[config.mk]
export PLATFORM = sky130hd
export DESIGN_NAME = tmp_decimator_flat
export DESIGN_NICKNAME = d
export VERILOG_FILES = /design/src/rtl/tmp_decimator_if.sv /design/src/rtl/tmp_decimator.sv /design/src/flat_wrapper.sv
export SDC_FILE = /design/constraint.sdc
export NUM_CORES = 1
export LEC_CHECK = 0
export ABC_AREA = 1
export BUFFER_PORTS_ARGS = -buffer_cell sky130_fd_sc_hd__buf_2
export CAP_MARGIN = 20
export CORE_AREA = 2 2 79 62
export DETAILED_ROUTE_END_ITERATION = 8
export DIE_AREA = 0 0 81 64
export PLACE_DENSITY = 0.67
export SLEW_MARGIN = 0
export SYNTH_ARGS = -nofsm -noshare
export SYNTH_HDL_FRONTEND = slang
export SYNTH_SLANG_ARGS = --single-unit
[constraint.sdc]
create_clock -name clk -period 3.2 [get_ports clk]
set_clock_uncertainty 0.05 [all_clocks]
set_input_delay 0.16 -clock clk [delete_from_list [all_inputs] [get_ports clk]]
set_output_delay 0.16 -clock clk [all_outputs]
set_load 0.1 [all_outputs]
[src/rtl/tmp_decimator_if.sv]
// Decision-in / code-out bundle for the thermometer-pump decimator.
// master drives decisions and acceptance; slave is the decimator.
interface tmp_decimator_if #(
  parameter int unsigned CW = 9
) ();
  logic          dec_stb;
  logic          dec_bit;
  logic [CW-1:0] code;
  logic          code_valid;
  logic          code_ready;

  modport master (
    output dec_stb,
    output dec_bit,
    output code_ready,
    input  code,
    input  code_valid
  );

  modport slave (
    input  dec_stb,
    input  dec_bit,
    input  code_ready,
    output code,
    output code_valid
  );
endinterface

[src/rtl/tmp_decimator.sv]
// Counts source-pump decisions over a fixed window of comparator strobes and
// hands the total out on a valid/ready handshake, after an initial settle phase.
module tmp_decimator #(
  parameter int unsigned NSAMP   = 256,
  parameter int unsigned NSETTLE = 8,
  parameter int unsigned CW      = 9
) (
  input  logic            clk,
  input  logic            reset,
  input  logic            en,
  tmp_decimator_if.slave  bus,
  output logic            busy,
  output logic            overrun
);

  localparam int unsigned SW = (NSETTLE > 1) ? $clog2(NSETTLE) : 1;
  localparam int unsigned NW = (NSAMP > 1) ? $clog2(NSAMP) : 1;
  localparam logic [SW-1:0] SettleLast = SW'(NSETTLE - 1);
  localparam logic [NW-1:0] SampLast   = NW'(NSAMP - 1);

  typedef enum logic [1:0] {StIdle, StSettle, StAccum, StHold} state_e;

  state_e        state_q, state_d;
  logic [SW-1:0] settle_q, settle_d;
  logic [NW-1:0] samp_q, samp_d;
  logic [CW-1:0] ones_q, ones_d;
  logic [CW-1:0] code_q, code_d;
  logic          valid_q, valid_d;
  logic          overrun_q, overrun_d;
  logic          busy_q;

  always_comb begin
    state_d   = state_q;
    settle_d  = settle_q;
    samp_d    = samp_q;
    ones_d    = ones_q;
    code_d    = code_q;
    valid_d   = valid_q;
    overrun_d = overrun_q;

    unique case (state_q)
      StIdle: begin
        if (en) begin
          state_d   = StSettle;
          settle_d  = '0;
          samp_d    = '0;
          ones_d    = '0;
          overrun_d = 1'b0;
        end
      end

      StSettle: begin
        if (!en) begin
          state_d  = StIdle;
          settle_d = '0;
        end else if (bus.dec_stb) begin
          if (settle_q == SettleLast) begin
            state_d  = StAccum;
            settle_d = '0;
          end else begin
            settle_d = settle_q + 1'b1;
          end
        end
      end

      StAccum: begin
        if (!en) begin
          state_d = StIdle;
          samp_d  = '0;
          ones_d  = '0;
        end else if (bus.dec_stb) begin
          if (samp_q == SampLast) begin
            // Final strobe: its own bit is folded straight into the code.
            code_d  = ones_q + CW'(bus.dec_bit);
            valid_d = 1'b1;
            state_d = StHold;
            samp_d  = '0;
            ones_d  = '0;
          end else begin
            samp_d = samp_q + 1'b1;
            ones_d = ones_q + CW'(bus.dec_bit);
          end
        end
      end

      StHold: begin
        if (bus.code_ready) begin
          valid_d = 1'b0;
          if (en) begin
            // A strobe on the handshake edge opens the next window.
            state_d = StAccum;
            samp_d  = bus.dec_stb ? NW'(1) : '0;
            ones_d  = (bus.dec_stb && bus.dec_bit) ? CW'(1) : '0;
          end else begin
            state_d = StIdle;
            samp_d  = '0;
            ones_d  = '0;
          end
        end else if (bus.dec_stb) begin
          overrun_d = 1'b1;
        end
      end

      default: state_d = StIdle;
    endcase
  end

  always_ff @(posedge clk or posedge reset) begin
    if (reset) begin
      state_q   <= StIdle;
      settle_q  <= '0;
      samp_q    <= '0;
      ones_q    <= '0;
      code_q    <= '0;
      valid_q   <= 1'b0;
      overrun_q <= 1'b0;
      busy_q    <= 1'b0;
    end else begin
      state_q   <= state_d;
      settle_q  <= settle_d;
      samp_q    <= samp_d;
      ones_q    <= ones_d;
      code_q    <= code_d;
      valid_q   <= valid_d;
      overrun_q <= overrun_d;
      busy_q    <= (state_d != StIdle);
    end
  end

  assign bus.code       = code_q;
  assign bus.code_valid = valid_q;
  assign busy           = busy_q;
  assign overrun        = overrun_q;

endmodule

[src/flat_wrapper.sv]
// flat-port wrapper written by rule: the top's interface ports become plain ports
module tmp_decimator_flat 
#(
  parameter int unsigned NSAMP   = 256,
  parameter int unsigned NSETTLE = 8,
  parameter int unsigned CW      = 9
)
  (clk, reset, en, busy, overrun, bus_dec_stb, bus_dec_bit, bus_code_ready, bus_code, bus_code_valid);
  tmp_decimator_if #(.CW(CW)) bus_i ();
  input  logic clk;
  input  logic reset;
  input  logic en;
  output logic busy;
  output logic overrun;
  input wire logic [$bits(bus_i.dec_stb)-1:0] bus_dec_stb;
  input wire logic [$bits(bus_i.dec_bit)-1:0] bus_dec_bit;
  input wire logic [$bits(bus_i.code_ready)-1:0] bus_code_ready;
  output wire logic [$bits(bus_i.code)-1:0] bus_code;
  output wire logic [$bits(bus_i.code_valid)-1:0] bus_code_valid;
  assign bus_i.dec_stb = bus_dec_stb;
  assign bus_i.dec_bit = bus_dec_bit;
  assign bus_i.code_ready = bus_code_ready;
  assign bus_code = bus_i.code;
  assign bus_code_valid = bus_i.code_valid;
  tmp_decimator #(.NSAMP(NSAMP), .NSETTLE(NSETTLE), .CW(CW)) u_core (.clk(clk), .reset(reset), .en(en), .bus(bus_i), .busy(busy), .overrun(overrun));
endmodule
==> metrics.md, run 1 <==
| Metric | Value |
|---|---|
| Port Buffer Count | `17` |
| Largest net degree at the start of global routing | `35` |
| Fin crit share | `0.541` |
| Post-placement cell area | `0.00194 sq mm` |
| Number of buffers created by CTS | `5` |
| Area of the multi-input gates | `823 sq um` |
| Post-synthesis sequential area ratio | `0.474` |
| # fillers | `450` |
| DIE WIDTH | `81 microns` |
| DR WL/cell | `11.5 microns` |
| Crit path max fanout | `13` |
| Setup CP Type | `flop to flop` |
| Cell Int Power | `0.688 mW` |
| Setup crit end kind | `flop` |
| Nets | `268` |
| Net Sw Power | `0.379 mW` |
| Slew headroom | `0.677` |
| Placeable Area | `0.00436 sq mm` |
| Post-synth EDFFs | `0` |
| Post-Syn Area | `0.00180 sq mm` |
| RSZ-0062 raised after global routing | `false` |
| Grt ovf | `0` |
| Sw Share | `0.355` |
| Post-Synthesis Net Count | `245` |
| Die area | `0.00518 sq mm` |
| Ant diodes | `0` |
| Worst min-delay path class | `input port to flop` |
| Routed vias | `1481` |
| Fin Setup TNS | `0 ns` |
| #FFs+latches synth | `34` |
| Worst VDD drop | `0.000394 V` |
| DR vias/cell | `4.70` |
| All-Layer GR Usage | `0.161` |
| Slew @ Worst Pin | `0.488 ns` |
| Die height | `64 microns` |
| Worst skew pair latency | `0.29 ns` |
| Antenna viol nets, final | `0` |
| Status | `complete, no violations` |
| Sequential share of power | `0.450` |
| Final Critical Period | `1.73 ns` |
| Drt pass-1 iters | `4` |
| Power density over cell area | `523 mW/mm^2` |
| Site Rows | `21` |
| Worst Path Required | `3.38 ns` |
| Syn-to-layout area delta | `13.7%` |
| Root buf cell | `clkbuf_8` |
| Maximum root-to-sink buffer count | `2` |
| Design area | `0.00204 sq mm` |
| Synth Warn # | `0` |
| Initial Util | `0.412` |
| # H-tree levels | `2` |
| Vias in the first global route | `1370` |
| Distinct cells, synth | `27` |
| Layout cells sized above 1 | `0.151` |
| GP Congestion | `0.836` |
| Fin cells | `315` |
| Register-to-register setup slack | `1.47 ns` |
| Static leakage | `1.12 nW` |
| Drt initial violations | `138` |
| DRC Markers | `0` |
| Post-synth ARST share | `1.00` |
| WL final | `3.62 mm` |
| Final hold violations | `0` |
| Clock sink count | `34` |
| Setup violations, final | `0` |
| Setup crit start kind | `flop` |
| CP arrival | `1.91 ns` |
| Combinational share of power | `0.238` |
| CTS tree | `done` |
| Mean Syn Cell Area | `7.67 sq um` |
| FF/Latch Area | `851 sq um` |
| Fin. max-slew vios | `0` |
| Initial antenna violation count | `0` |
| Cts repair resizes | `0` |
| First-pass GRT wire length | `6.39 mm` |
| Worst-path clk slew | `0.08 ns` |
| IO Pins | `18` |
| Cells after Synth | `234` |
| Post-DP HPWL | `2.65 mm` |
| Max-cap viol count | `0` |
| Dominant synthesized flop cell | `dfrtp_1` |
| DP Cell Count | `306` |
| Clock power share | `0.312` |
| Fmax | `577 MHz` |
[flip-flops by register name, summed over array words and instances (netlist names)]
signal                 cells
u_core.bus.code_valid      1
u_core.ones_q              9
u_core.settle_q            3
u_core.samp_q              8
u_core.overrun             1
u_core.busy                1
u_core.state_q             2
u_core.bus.code            9
[cells in the mapped netlist, types with 2 or more instances]
cell type  instances  area (sq um)
nor3_1             2          10.0
nand2_2            2          12.5
xor2_1             3          26.3
nor2_1            19          71.3
nand2_1           86           323
o21ai_1            8          40.0
nand3_1           19          95.1
dfrtp_1           34           851
nor2_4             2          22.5
nand4_1            2          12.5
nor2_2             2          12.5
a21oi_1            5          25.0
inv_1             22          82.6
o21ai_0            8          40.0
ha_1               5          62.6
inv_2              4          15.0
[routing by layer]
| layer | GRT usage | part of all wire | up-vias |
|---|---|---|---|
| li1 | - | - | 790 |
| met1 | 0.236 | 0.53 | 660 |
| met2 | 0.226 | 0.41 | 26 |
| met3 | 0.0424 | 0.048 | 5 |
| met4 | 0.0572 | 0.014 | 0 |
| met5 | 0 | 0 | - |
[stage by stage]
step           setup WS, ns  power, mW  hold WS [ns]   util
2_1_floorplan          1.76      0.708         0.252      -
3_3_place_gp           1.52      0.743         0.230  0.444
3_5_place_dp           1.45      0.745         0.232  0.444
4_1_cts                1.44       1.08         0.147  0.468
5_1_grt                1.30       1.15         0.159  0.468
6_report               1.47       1.07         0.158  0.468
[cell families after synthesis]
logic type / after synthesis / synth area share
AOI/OAI and AO/OA: 24 / 0.0725
xor gates and xnor gates: 4 / 0.0195
adders and majority gates: 5 / 0.0348
and+or+nand+nor: 138 / 0.332
DFF: 34 / 0.474
buffers and inverters: 29 / 0.0676
[worst max-delay path: stages (launching register included)]
cell	delay, ns
dfrtp_1	0.41
ha_1	0.23
nand2_1	0.10
nor2_2	0.17
nand4_2	0.31
inv_2	0.23
nand3_1	0.10
nand2_1	0.06
[cell usage in the layout, fill, tap and decap left out, types with 2 or more instances in the layout]
master    synthesis  layout
nand2_1          86      86
dfrtp_1          34      34
inv_1            22      22
nor2_1           19      19
nand3_1          19      19
buf_2             1      17
o21ai_0           8       8
o21ai_1           8       8
clkbuf_8          0       6
a21oi_1           5       5
ha_1              5       5
inv_2             4       4
xor2_1            3       3
nor2_2            2       2
nand2_2           2       2
nor2_4            2       2
nor3_1            2       2
nand4_1           2       2
[final cells by class]
class / count / share of cell area
Clock buffer: 6 / 0.0405
Multi-Input combinational cell: 171 / 0.403
Sequential cell: 34 / 0.417
Timing Repair Buffer: 19 / 0.0503
Inverter: 26 / 0.0478
Tap cell: 57 / 0.0349
Clock inverter: 2 / 0.00613
[power by group through the flow]
stage                     Combinational [mW]  Clock (mW)  Sequential, mW
after floorplan                        0.177           0           0.530
after global placement                 0.255           0           0.488
after detailed placement               0.257           0           0.488
after CTS                              0.258       0.344           0.480
after global routing                   0.293       0.366           0.486
final                                  0.254       0.333           0.480
[what timing repair did]
action	in CTS	in global routing
hold endpoints to repair	34	0
setup buffers	0	0
hold buffers	1	0
[final timing paths]
path | start | end | cells after the start
setup / recovery | u_core.samp_q[0] | u_core.bus.code[5] | 7
hold / removal | bus_dec_stb | u_core.overrun | 2
setup reg to reg | u_core.samp_q[0] | u_core.bus.code[5] | 7
hold reg to reg | u_core.bus.code[7] | u_core.bus.code[7] | 2
max in group asynchronous | reset | u_core.ones_q[6] | 4
min in group asynchronous | reset | u_core.state_q[0] | 4
No activity file was read; power rests on OpenSTA's default activity.
==> inputs of run 2 (changes only) <==
- clock period: 3.2 -> 1.6 ns (I/O delays scaled with it)
==> run 2 against run 1 <==
Compared with the run above:
- clock power up 98%
- non-clock buffer count increased by 8
- sequential cell count is the same
- sequential share of layout area fell by 1.4 points
- critical endpoint is now u_core.ones_q[4]
==> metrics.md, run 2 (same netlist as run 1, synthesis figures left out) <==
| Metric | Value |
|---|---|
| Status | `complete, no violations` |
| # H-tree levels | `2 (unchanged)` |
| Port Buffer Count | `17 (unchanged)` |
| Cell Int Power | `1.43 mW (+110%)` |
| Antenna viol nets, final | `0 (unchanged)` |
| Syn-to-layout area delta | `17.6%` |
| Grt ovf | `0 (unchanged)` |
| Net Sw Power | `0.758 mW (+100%)` |
| Clock power share | `0.302 (-0.010)` |
| Setup CP Type | `flop to flop` |
| Die height | `64 microns (unchanged)` |
| Die area | `0.00518 sq mm (unchanged)` |
| Layout cells sized above 1 | `0.184 (+0.0330)` |
| Worst Path Required | `1.73 ns (-1.65 ns)` |
| Static leakage | `1.16 nW (+3.3%)` |
| Post-route setup slack | `0.0934 ns (-1.37 ns)` |
| Root buf cell | `clkbuf_8` |
| Post-DP HPWL | `2.66 mm (+0.54%)` |
| First-pass GRT wire length | `6.28 mm (-1.7%)` |
| Worst-path clk slew | `0.07 ns (about the same)` |
| Max-cap viol count | `0 (unchanged)` |
| Worst slack at placement | `0.0883 ns (-1.36 ns)` |
| All-Layer GR Usage | `0.159 (-0.00188)` |
| Final Critical Period | `1.51 ns (-0.225 ns)` |
| Area of the multi-input gates | `833 sq um (+1.2%)` |
| WL final | `3.62 mm (+0.11%)` |
| FF/Latch Area | `851 sq um (unchanged)` |
| Setup crit end kind | `flop` |
| Routed vias | `1538 (+3.8%)` |
| Drt initial violations | `58 (-58%)` |
| RSZ-0062 raised after global routing | `true` |
| Initial antenna violation count | `0 (unchanged)` |
| DIE WIDTH | `81 microns (unchanged)` |
| Slew headroom | `0.678 (+0.00130)` |
| Worst skew pair latency | `0.29 ns (about the same)` |
| Worst min-delay path class | `input port to flop` |
| Sequential share of power | `0.439 (-0.011)` |
| CP arrival | `1.63 ns (-0.28 ns)` |
| Fmax | `664 MHz (+15%)` |
| Initial Util | `0.412 (unchanged)` |
| Setup crit start kind | `flop` |
| Vias in the first global route | `1394 (+1.8%)` |
| Most common cell after layout, fill and taps aside | `nand2_1` |
| Worst VDD drop | `0.000667 V (+69%)` |
| Fin crit share | `0.942 (+0.400)` |
| Maximum root-to-sink buffer count | `2 (unchanged)` |
| DR vias/cell | `4.76 (+1.3%)` |
| DRC Markers | `0 (unchanged)` |
| Final hold violations | `0 (unchanged)` |
| Fin Setup TNS | `0 ns (unchanged)` |
| CTS tree | `done` |
| Placeable Area | `0.00436 sq mm (unchanged)` |
| Drt pass-1 iters | `4 (unchanged)` |
| Number of buffers created by CTS | `5 (unchanged)` |
| Clock sink count | `34 (unchanged)` |
| Site Rows | `21 (unchanged)` |
| GP Congestion | `0.857 (+2.5%)` |
| Largest net degree at the start of global routing | `35 (unchanged)` |
| DR WL/cell | `11.2 microns (-2.4%)` |
| Fin. max-slew vios | `0 (unchanged)` |
| Crit path max fanout | `3 (-10)` |
| Combinational share of power | `0.259 (+0.021)` |
| Ant diodes | `0 (unchanged)` |
| Power density over cell area | `1040 mW/mm^2 (+98%)` |
| Nets | `276 (+3.0%)` |
| Slew @ Worst Pin | `0.486 ns (-0.00197 ns)` |
| IO Pins | `18 (unchanged)` |
| Most frequent cells in the layout | `85 x nand2_1, 34 x dfrtp_1, 22 x inv_1, 19 x nor2_1, 19 x nand3_1` |
| # fillers | `454 (+0.89%)` |
| Sw Share | `0.347 (-0.00830)` |
| Setup violations, final | `0 (unchanged)` |
| Final hold slack | `0.0771 ns (-0.0810 ns)` |
## run 2: area by class of cell
class | count | area share
Clock inverter | 2 | 0.00593
Sequential cell | 34 | 0.403
Multi-Input combinational cell | 171 | 0.395
Timing Repair Buffer | 27 | 0.0771
Tap cell | 57 | 0.0338
Clock buffer | 6 | 0.0391
Inverter | 26 | 0.0462
## run 2: power by group through the flow
| stage | Combinational, mW | Sequential, mW | Clock, mW |
|---|---|---|---|
| 6_report | 0.566 | 0.960 | 0.660 |
| 5_1_grt | 0.629 | 0.967 | 0.724 |
| 4_1_cts | 0.551 | 0.960 | 0.683 |
| 3_5_place_dp | 0.549 | 0.977 | 0 |
| 3_3_place_gp | 0.542 | 0.974 | 0 |
| 2_1_floorplan | 0.355 | 1.06 | 0 |
## run 2: repair_timing
item | in CTS | in global routing
hold endpoints to repair | 34 | 0
gates resized for setup | 0 | 3
buffers inserted | 0 | 1
setup endpoints to repair | 0 | 23
hold buffers | 1 | 0
## run 2: critical path, cell delays in order, from the launching register on
cell and delay (ns):
dfrtp_1 0.39, ha_1 0.20, ha_1 0.20, nand3_1 0.16
xor2_1 0.21, inv_1 0.06, nand2_1 0.06, o21ai_1 0.05
## run 2: final timing paths
path | from | end | slack [ns] | cells past startpoint
hold / removal | bus_dec_stb | u_core.overrun | 0.08 | 2
setup reg to reg | u_core.ones_q[0] | u_core.ones_q[4] | 0.09 | 7
max in group asynchronous | reset | u_core.samp_q[1] | 0.81 | 4
hold reg to reg | u_core.bus.code[6] | u_core.bus.code[6] | 0.43 | 2
setup / recovery | u_core.ones_q[0] | u_core.ones_q[4] | 0.09 | 7
min in group asynchronous | reset | u_core.state_q[1] | 0.37 | 4
## run 2: routing by layer
layer / track usage / routed length (microns) / vias to the layer above
li1: - / - / 810
met1: 0.222 / 1890 / 696
met2: 0.232 / 1520 / 27
met3: 0.0424 / 148 / 5
met4: 0.0636 / 61 / 0
met5: 0 / 0 / -
## run 2: stage by stage
stage	total power, mW	util	instances	instance area, sq um
after detailed placement	1.53	0.456	313	1990
after floorplan	1.42	-	234	1800
after global placement	1.52	0.456	313	1990
final	2.19	0.484	323	2110
after global routing	2.32	0.484	323	2110
after CTS	2.19	0.480	322	2090
